File: config.mk
export PLATFORM = sky130hd
export DESIGN_NAME = cn_host_seq
export DESIGN_NICKNAME = d
export VERILOG_FILES = /design/src/rtl/cn_host_seq.sv
export SDC_FILE = /design/constraint.sdc
export NUM_CORES = 2
export LEC_CHECK = 0
export CORE_AREA = 2 2 380 382
export DETAILED_ROUTE_END_ITERATION = 7
export DIE_AREA = 0 0 382 384
export HOLD_SLACK_MARGIN = 0.06
export SLEW_MARGIN = 10
export SYNTH_ARGS = -nofsm -noshare
export SYNTH_HDL_FRONTEND = slang
export SYNTH_SLANG_ARGS = --single-unit
File: constraint.sdc
create_clock -name clk -period 3.5 [get_ports clk]
set_input_delay 1.05 -clock clk [delete_from_list [all_inputs] [get_ports clk]]
set_output_delay 1.05 -clock clk [all_outputs]
set_load 0.05 [all_outputs]
File: src/rtl/cn_host_seq.sv
// cn_host_seq: host-side initiator that loads the scratchpad, programs and starts the
// CryptoNight core, waits for completion and streams the scratchpad back out.
module cn_host_seq #(
  parameter int ADDR_WIDTH = 15,
  parameter int RD_LATENCY = 2,
  parameter int TIMEOUT    = 1 << 24
) (
  input  logic                  clk,
  input  logic                  reset,
  input  logic                  cmd_start,
  input  logic [127:0]          cmd_ax0,
  input  logic [127:0]          cmd_bx0,
  input  logic [127:0]          cmd_bx1,
  input  logic [ADDR_WIDTH+2:0] cmd_words,
  output logic                  busy,
  output logic                  done,
  output logic                  error,
  input  logic                  in_valid,
  output logic                  in_ready,
  input  logic [127:0]          in_data,
  output logic                  out_valid,
  input  logic                  out_ready,
  output logic [127:0]          out_data,
  output logic [7:0]            reg_address,
  output logic                  reg_write,
  output logic [31:0]           reg_wrdata,
  output logic [ADDR_WIDTH+1:0] mem_address,
  output logic                  mem_write,
  output logic [127:0]          mem_wrdata,
  input  logic [127:0]          mem_rddata,
  input  logic                  sts_ml_finished
);
  localparam int CW = ADDR_WIDTH + 3;
  localparam int MW = ADDR_WIDTH + 2;
  localparam int TW = $clog2(TIMEOUT + 1);
  localparam logic [CW-1:0] MAXW = CW'(1) << MW;

  typedef enum logic [3:0] {
    IDLE, LOAD, REGS, START, WAIT, UNLOAD_ADDR, UNLOAD_WAIT, UNLOAD_OUT, DONE
  } state_t;

  state_t          state_q, state_d;
  logic [CW-1:0]   words_q, words_d, idx_q, idx_d;
  logic [383:0]    st_q, st_d;
  logic [3:0]      cnt_q, cnt_d;
  logic [TW-1:0]   wait_q, wait_d;
  logic            fin_q;
  logic            busy_q, busy_d, done_q, done_d, error_q, error_d;
  logic            out_valid_q, out_valid_d;
  logic [127:0]    out_data_q, out_data_d;
  logic            reg_write_q, reg_write_d;
  logic [7:0]      reg_address_q, reg_address_d;
  logic [31:0]     reg_wrdata_q, reg_wrdata_d;
  logic            mem_write_q, mem_write_d;
  logic [MW-1:0]   mem_address_q, mem_address_d;
  logic [127:0]    mem_wrdata_q, mem_wrdata_d;
  logic            hs, rise;

  assign in_ready    = (state_q == LOAD) && (idx_q < words_q);
  assign hs          = in_valid && in_ready;
  assign rise        = sts_ml_finished && !fin_q;
  assign busy        = busy_q;
  assign done        = done_q;
  assign error       = error_q;
  assign out_valid   = out_valid_q;
  assign out_data    = out_data_q;
  assign reg_write   = reg_write_q;
  assign reg_address = reg_address_q;
  assign reg_wrdata  = reg_wrdata_q;
  assign mem_write   = mem_write_q;
  assign mem_address = mem_address_q;
  assign mem_wrdata  = mem_wrdata_q;

  always_comb begin
    state_d     = state_q;
    words_d     = words_q;
    st_d        = st_q;
    idx_d       = idx_q;
    cnt_d       = cnt_q;
    wait_d      = wait_q;
    error_d     = error_q;
    out_valid_d = out_valid_q;
    out_data_d  = out_data_q;
    case (state_q)
      IDLE: if (cmd_start) begin
        words_d = (cmd_words > MAXW) ? MAXW : cmd_words;
        st_d    = {cmd_bx1, cmd_bx0, cmd_ax0};
        error_d = 1'b0;
        idx_d   = '0;
        cnt_d   = '0;
        state_d = (cmd_words == '0) ? REGS : LOAD;
      end
      LOAD: begin
        idx_d   = idx_q + CW'(hs);
        state_d = (idx_q == words_q) ? REGS : LOAD;
      end
      REGS: begin
        cnt_d   = cnt_q + 4'd1;
        state_d = (cnt_q == 4'd11) ? START : REGS;
      end
      START: begin
        wait_d  = '0;
        state_d = WAIT;
      end
      WAIT: if (rise) begin
        idx_d   = '0;
        state_d = (words_q == '0) ? DONE : UNLOAD_ADDR;
      end else if (wait_q == TW'(TIMEOUT - 1)) begin
        error_d = 1'b1;
        state_d = DONE;
      end else begin
        wait_d = wait_q + TW'(1);
      end
      UNLOAD_ADDR: begin
        cnt_d   = '0;
        state_d = UNLOAD_WAIT;
      end
      UNLOAD_WAIT: begin
        cnt_d = cnt_q + 4'd1;
        if (cnt_q == 4'(RD_LATENCY - 1)) begin
          out_data_d  = mem_rddata;
          out_valid_d = 1'b1;
          state_d     = UNLOAD_OUT;
        end
      end
      UNLOAD_OUT: if (out_ready) begin
        out_valid_d = 1'b0;
        idx_d       = idx_q + CW'(1);
        state_d     = (idx_q == words_q - CW'(1)) ? DONE : UNLOAD_ADDR;
      end
      DONE:    state_d = IDLE;
      default: state_d = IDLE;
    endcase
    // Registered outputs are decoded from the next state so they line up with the state they belong to
    busy_d        = !(state_d inside {IDLE, DONE});
    done_d        = state_d == DONE;
    reg_write_d   = state_d inside {REGS, START};
    reg_address_d = (state_d == START) ? 8'h0C : (state_d == REGS) ? 8'(cnt_d) : reg_address_q;
    reg_wrdata_d  = (state_d == START) ? 32'h1 : (state_d == REGS) ? st_d[32*cnt_d +: 32] : reg_wrdata_q;
    mem_write_d   = hs;
    mem_address_d = hs ? idx_q[MW-1:0] : (state_d == UNLOAD_ADDR) ? idx_d[MW-1:0] : mem_address_q;
    mem_wrdata_d  = hs ? in_data : mem_wrdata_q;
  end

  always_ff @(posedge clk) begin
    fin_q <= sts_ml_finished;
    if (reset) begin
      state_q       <= IDLE;
      words_q       <= '0;
      st_q          <= '0;
      idx_q         <= '0;
      cnt_q         <= '0;
      wait_q        <= '0;
      busy_q        <= 1'b0;
      done_q        <= 1'b0;
      error_q       <= 1'b0;
      out_valid_q   <= 1'b0;
      out_data_q    <= '0;
      reg_write_q   <= 1'b0;
      reg_address_q <= '0;
      reg_wrdata_q  <= '0;
      mem_write_q   <= 1'b0;
      mem_address_q <= '0;
      mem_wrdata_q  <= '0;
    end else begin
      state_q       <= state_d;
      words_q       <= words_d;
      st_q          <= st_d;
      idx_q         <= idx_d;
      cnt_q         <= cnt_d;
      wait_q        <= wait_d;
      busy_q        <= busy_d;
      done_q        <= done_d;
      error_q       <= error_d;
      out_valid_q   <= out_valid_d;
      out_data_q    <= out_data_d;
      reg_write_q   <= reg_write_d;
      reg_address_q <= reg_address_d;
      reg_wrdata_q  <= reg_wrdata_d;
      mem_write_q   <= mem_write_d;
      mem_address_q <= mem_address_d;
      mem_wrdata_q  <= mem_wrdata_d;
    end
  end
endmodule

==> Flow_metrics.wiki <==
{| class="wikitable"
! Metric !! Value
|-
| Run status || finished with violations
|-
| Violations in the final reports || setup timing
|-
| Tmin final || 3720 ps
|-
| CTS Root Buffer Type || sky130_fd_sc_hd__clkbuf_16
|-
| Register-to-register setup slack || 90 ps
|-
| Data required time of the worst path || 2450 ps
|-
| Final Routed Wirelength || 171 mm
|-
| Horizontal die dimension || 382 um
|-
| Leakage Power || 18.1 nW
|-
| Synth Cell Area || 0.0334 sq mm
|-
| Starting Density || 0.234
|-
| Via Count || 35900
|-
| Worst clock skew || 53.0 ps
|-
| Wirelength per Cell || 23.2 um
|-
| Number of different library cells in the post-synthesis netlist || 94
|-
| Post-placement cell count || 7163
|-
| IR drop worst, VDD || 0.000353 V
|-
| Ys async rst share || 0
|-
| # IOs || 984
|-
| Critical path type || flop to output pin
|-
| GR met3 Demand/Resource || 0.0745
|-
| Launching instance or port of the critical path || words_q[5]
|-
| Setup violations, final || 1
|-
| Fin crit share || 1.06
|-
| Number of buffers created by CTS || 91
|-
| Per-instance average area after synthesis || 7.76 sq um
|-
| Data arrival time of the critical path || 2670 ps
|-
| Nets || 6046
|-
| Number of clock sinks seen by CTS || 769
|-
| Area of the core || 0.143 sq mm
|-
| Die area || 0.147 sq mm
|-
| Most frequent cells in the layout || 1412 x sky130_fd_sc_hd__nand2_1, 964 x sky130_fd_sc_hd__clkdlybuf4s50_1, 766 x sky130_fd_sc_hd__dfxtp_1
|-
| All-layer global routing usage || 0.219
|-
| R2r worst-path depth || 17
|-
| Post-detailed-route DRC marker count || 0
|-
| Half-perimeter wire length after placement || 133 mm
|-
| Highest attainable clock frequency || 0.269 GHz
|-
| Detailed-router iteration count before antenna repair || 6
|-
| DR iter-0 viols || 3486
|-
| Most congested layer reported by global routing || met2
|-
| Total of max-cap violations || 0
|-
| Number of cells on the worst hold path || 2
|-
| Power density relative to cell area || 520 mW/mm^2
|-
| Most common cell after layout, fill and taps aside || sky130_fd_sc_hd__nand2_1
|-
| Clock insertion delay at the later pin of the skew report || 730 ps
|-
| First-pass GRT wire length || 237 mm
|-
| Predominant post-synthesis flop cell || sky130_fd_sc_hd__dfxtp_1
|-
| Synthesis warning total || 0
|-
| Top fanout value on the critical path || 3
|-
| Clk slew on worst S/H paths || 60 ps
|-
| Setup repair after global routing missed its margin || true
|-
| Routed vias/inst || 4.88
|-
| Fraction of final layout cells with drive strength greater than 1 || 0.109
|-
| Largest net degree at the start of global routing || 205
|-
| Cell row count || 139
|-
| Antenna-violating nets left || 0
|-
| Clock tree from TritonCTS || done
|-
| Die H || 384 um
|-
| Tightest slew margin relative to the limit || 0.147
|-
| Fill cells || 14700
|-
| Number of failing hold endpoints at the final stage || 0
|-
| Gp weighted congestion || 0.926
|-
| Hold Crit Start || mem_wrdata[65]
|-
| Overflow left after global routing || 0
|-
| Maximum level of the CTS H-tree || 3
|-
| Max Transition Viols Final || 0
|-
| Number of enable flip-flop cells after synthesis || 0
|-
| Crit path setup slack, layout || -224 ps
|-
| Number of global-route vias before repair || 33300
|-
| Critical register-to-register path endpoint || mem_address[11]
|-
| Signed area change from the synthesized netlist to the final layout || 51.7%
|-
| Maximum clock insertion buffer count || 3
|-
| Startpoint type of the worst setup path || flop
|-
| Total power || 26.4 mW
|-
| Critical path endpoint category || output pin
|-
| GRT met1 Usage || 0.300
|-
| Antenna violations before repair || 62
|-
| Count of input and output buffers || 979
|-
| CTS Hold Bufs || 0
|-
| Classification of the worst-slack hold path || flop to flop
|-
| Sequential share of the synthesized area || 0.461
|-
| Met2 capacity usage during global routing || 0.320
|-
| Last element of the critical path || in_ready
|-
| Measured slew at the worst slew-check pin || 1280 ps
|-
| Startpoint of the worst register-to-register path || words_q[5]
|-
| Non-Filler Instances || 7363
|-
| Number of synthesized register bits || 769
|-
| Number of cells produced by synthesis || 4304
|}
==> registers in the layout (all words and copies together), names as in the netlist <==
name and count:
mem_address 17, busy 1, fin_q 1, reg_write 1, out_valid 1, reg_wrdata 32
cnt_q 4, words_q 18, out_data 128, idx_q 18, mem_wrdata 128, mem_write 1
state_q 4, st_q 384, reg_address 4, wait_q 25, error 1, done 1
==> cell type report <==
| type | count | area, sq um | share of cell area |
|---|---|---|---|
| Multi-Input combinational cell | 3146 | 16600 | 0.327 |
| Timing Repair Buffer | 1312 | 12900 | 0.254 |
| Sequential cell | 769 | 15400 | 0.304 |
| Inverter | 37 | 141 | 0.00279 |
| Clock buffer | 123 | 2580 | 0.0509 |
| Clock inverter | 47 | 658 | 0.0130 |
| Tap cell | 1903 | 2380 | 0.0470 |
| Antenna cell | 26 | 65.1 | 0.00128 |
==> report_power, final <==
group          leakage, nW  internal (mW)  total (mW)  switching [mW]
registers             6.27           9.41        9.83           0.421
logic                 10.2           2.56        6.27            3.71
clock network         1.57           5.98        10.3            4.27
total                 18.1           17.9        26.4            8.41
==> through the flow <==
stage	util	setup TNS [ps]	cell area (sq um)	hold WS (ps)	setup slack, ps
3_3_place_gp	0.330	-67290	47200	436	-1170
4_1_cts	0.353	-297	50400	451	-297
3_5_place_dp	0.330	-68170	47200	443	-1100
2_1_floorplan	-	0	33400	431	28.9
6_report	0.355	-224	50700	449	-224
5_1_grt	0.355	-538	50600	466	-359
==> timing repair <==
action	4_1_cts	5_1_grt
setup buffers	1	3
gates resized for setup	5	28
hold endpoints to repair	0	0
endpoints found under the setup margin	115	98
pin swaps	2	14
==> worst max-delay path, stage by stage, from the launching register on <==
cell                       delay, ps
sky130_fd_sc_hd__dfxtp_2         330
sky130_fd_sc_hd__inv_2            50
sky130_fd_sc_hd__ha_4            260
sky130_fd_sc_hd__nand4_1         140
sky130_fd_sc_hd__o21bai_1        190
sky130_fd_sc_hd__a311o_1         380
sky130_fd_sc_hd__a21oi_2         160
sky130_fd_sc_hd__nor2b_1          60
sky130_fd_sc_hd__o21a_2          230
sky130_fd_sc_hd__buf_12          160
==> cell families after synthesis <==
group           share of synthesized area
xor+xnor                           0.0113
simple gates                        0.228
other cells                      0.000112
fa+ha+maj                         0.00937
compound gates                      0.196
mux                                0.0437
flops                               0.461
buf+inv                            0.0503
==> Yosys cell counts, types with 8 or more instances <==
master                     number  area, sq um
sky130_fd_sc_hd__mux2i_1      129         1290
sky130_fd_sc_hd__inv_1         36          135
sky130_fd_sc_hd__or4_1          8         60.1
sky130_fd_sc_hd__buf_1         11         41.3
sky130_fd_sc_hd__a22oi_1       45          338
sky130_fd_sc_hd__buf_2         51          255
sky130_fd_sc_hd__dfxtp_1      769        15400
sky130_fd_sc_hd__and4_1         9         78.8
sky130_fd_sc_hd__nand2_1     1415         5310
sky130_fd_sc_hd__clkbuf_1     269         1010
sky130_fd_sc_hd__buf_4          9         67.6
sky130_fd_sc_hd__nor3_1        34          170
sky130_fd_sc_hd__a21oi_1      645         3230
sky130_fd_sc_hd__a31oi_1       28          175
sky130_fd_sc_hd__xor2_1        21          184
sky130_fd_sc_hd__ha_1          25          313
sky130_fd_sc_hd__nand3_1       35          175
sky130_fd_sc_hd__a21o_1        12         90.1
sky130_fd_sc_hd__and3_1        51          319
sky130_fd_sc_hd__nor2_1       169          634
sky130_fd_sc_hd__nor2b_1       10         62.6
sky130_fd_sc_hd__nand4_1       23          144
sky130_fd_sc_hd__nor4_1        28          175
sky130_fd_sc_hd__a311oi_1      53          464
sky130_fd_sc_hd__o211ai_1      16          120
sky130_fd_sc_hd__a211oi_1      51          383
sky130_fd_sc_hd__a2111o_1      16          180
sky130_fd_sc_hd__o21ai_0      121          606
sky130_fd_sc_hd__a41oi_1       19          166
sky130_fd_sc_hd__a221o_1       11          110
sky130_fd_sc_hd__nand3b_1       9         67.6
sky130_fd_sc_hd__xnor2_1       22          193
sky130_fd_sc_hd__mux2_2        15          169
==> per-layer routing <==
metal	up-vias	share of wire
met5	-	0.0021
met4	56	0.030
met3	285	0.10
met2	1478	0.43
met1	17200	0.44
li1	16900	-
==> worst min path at each step <==
stage                      endpoint  slack [ps]
global placement     mem_wrdata[35]         440
finish               mem_wrdata[65]         450
global route         mem_wrdata[33]         470
floorplan                  st_q[31]         430
CTS                  mem_wrdata[99]         450
detailed placement  mem_wrdata[110]         440
Power figures use the tool's default switching activity.
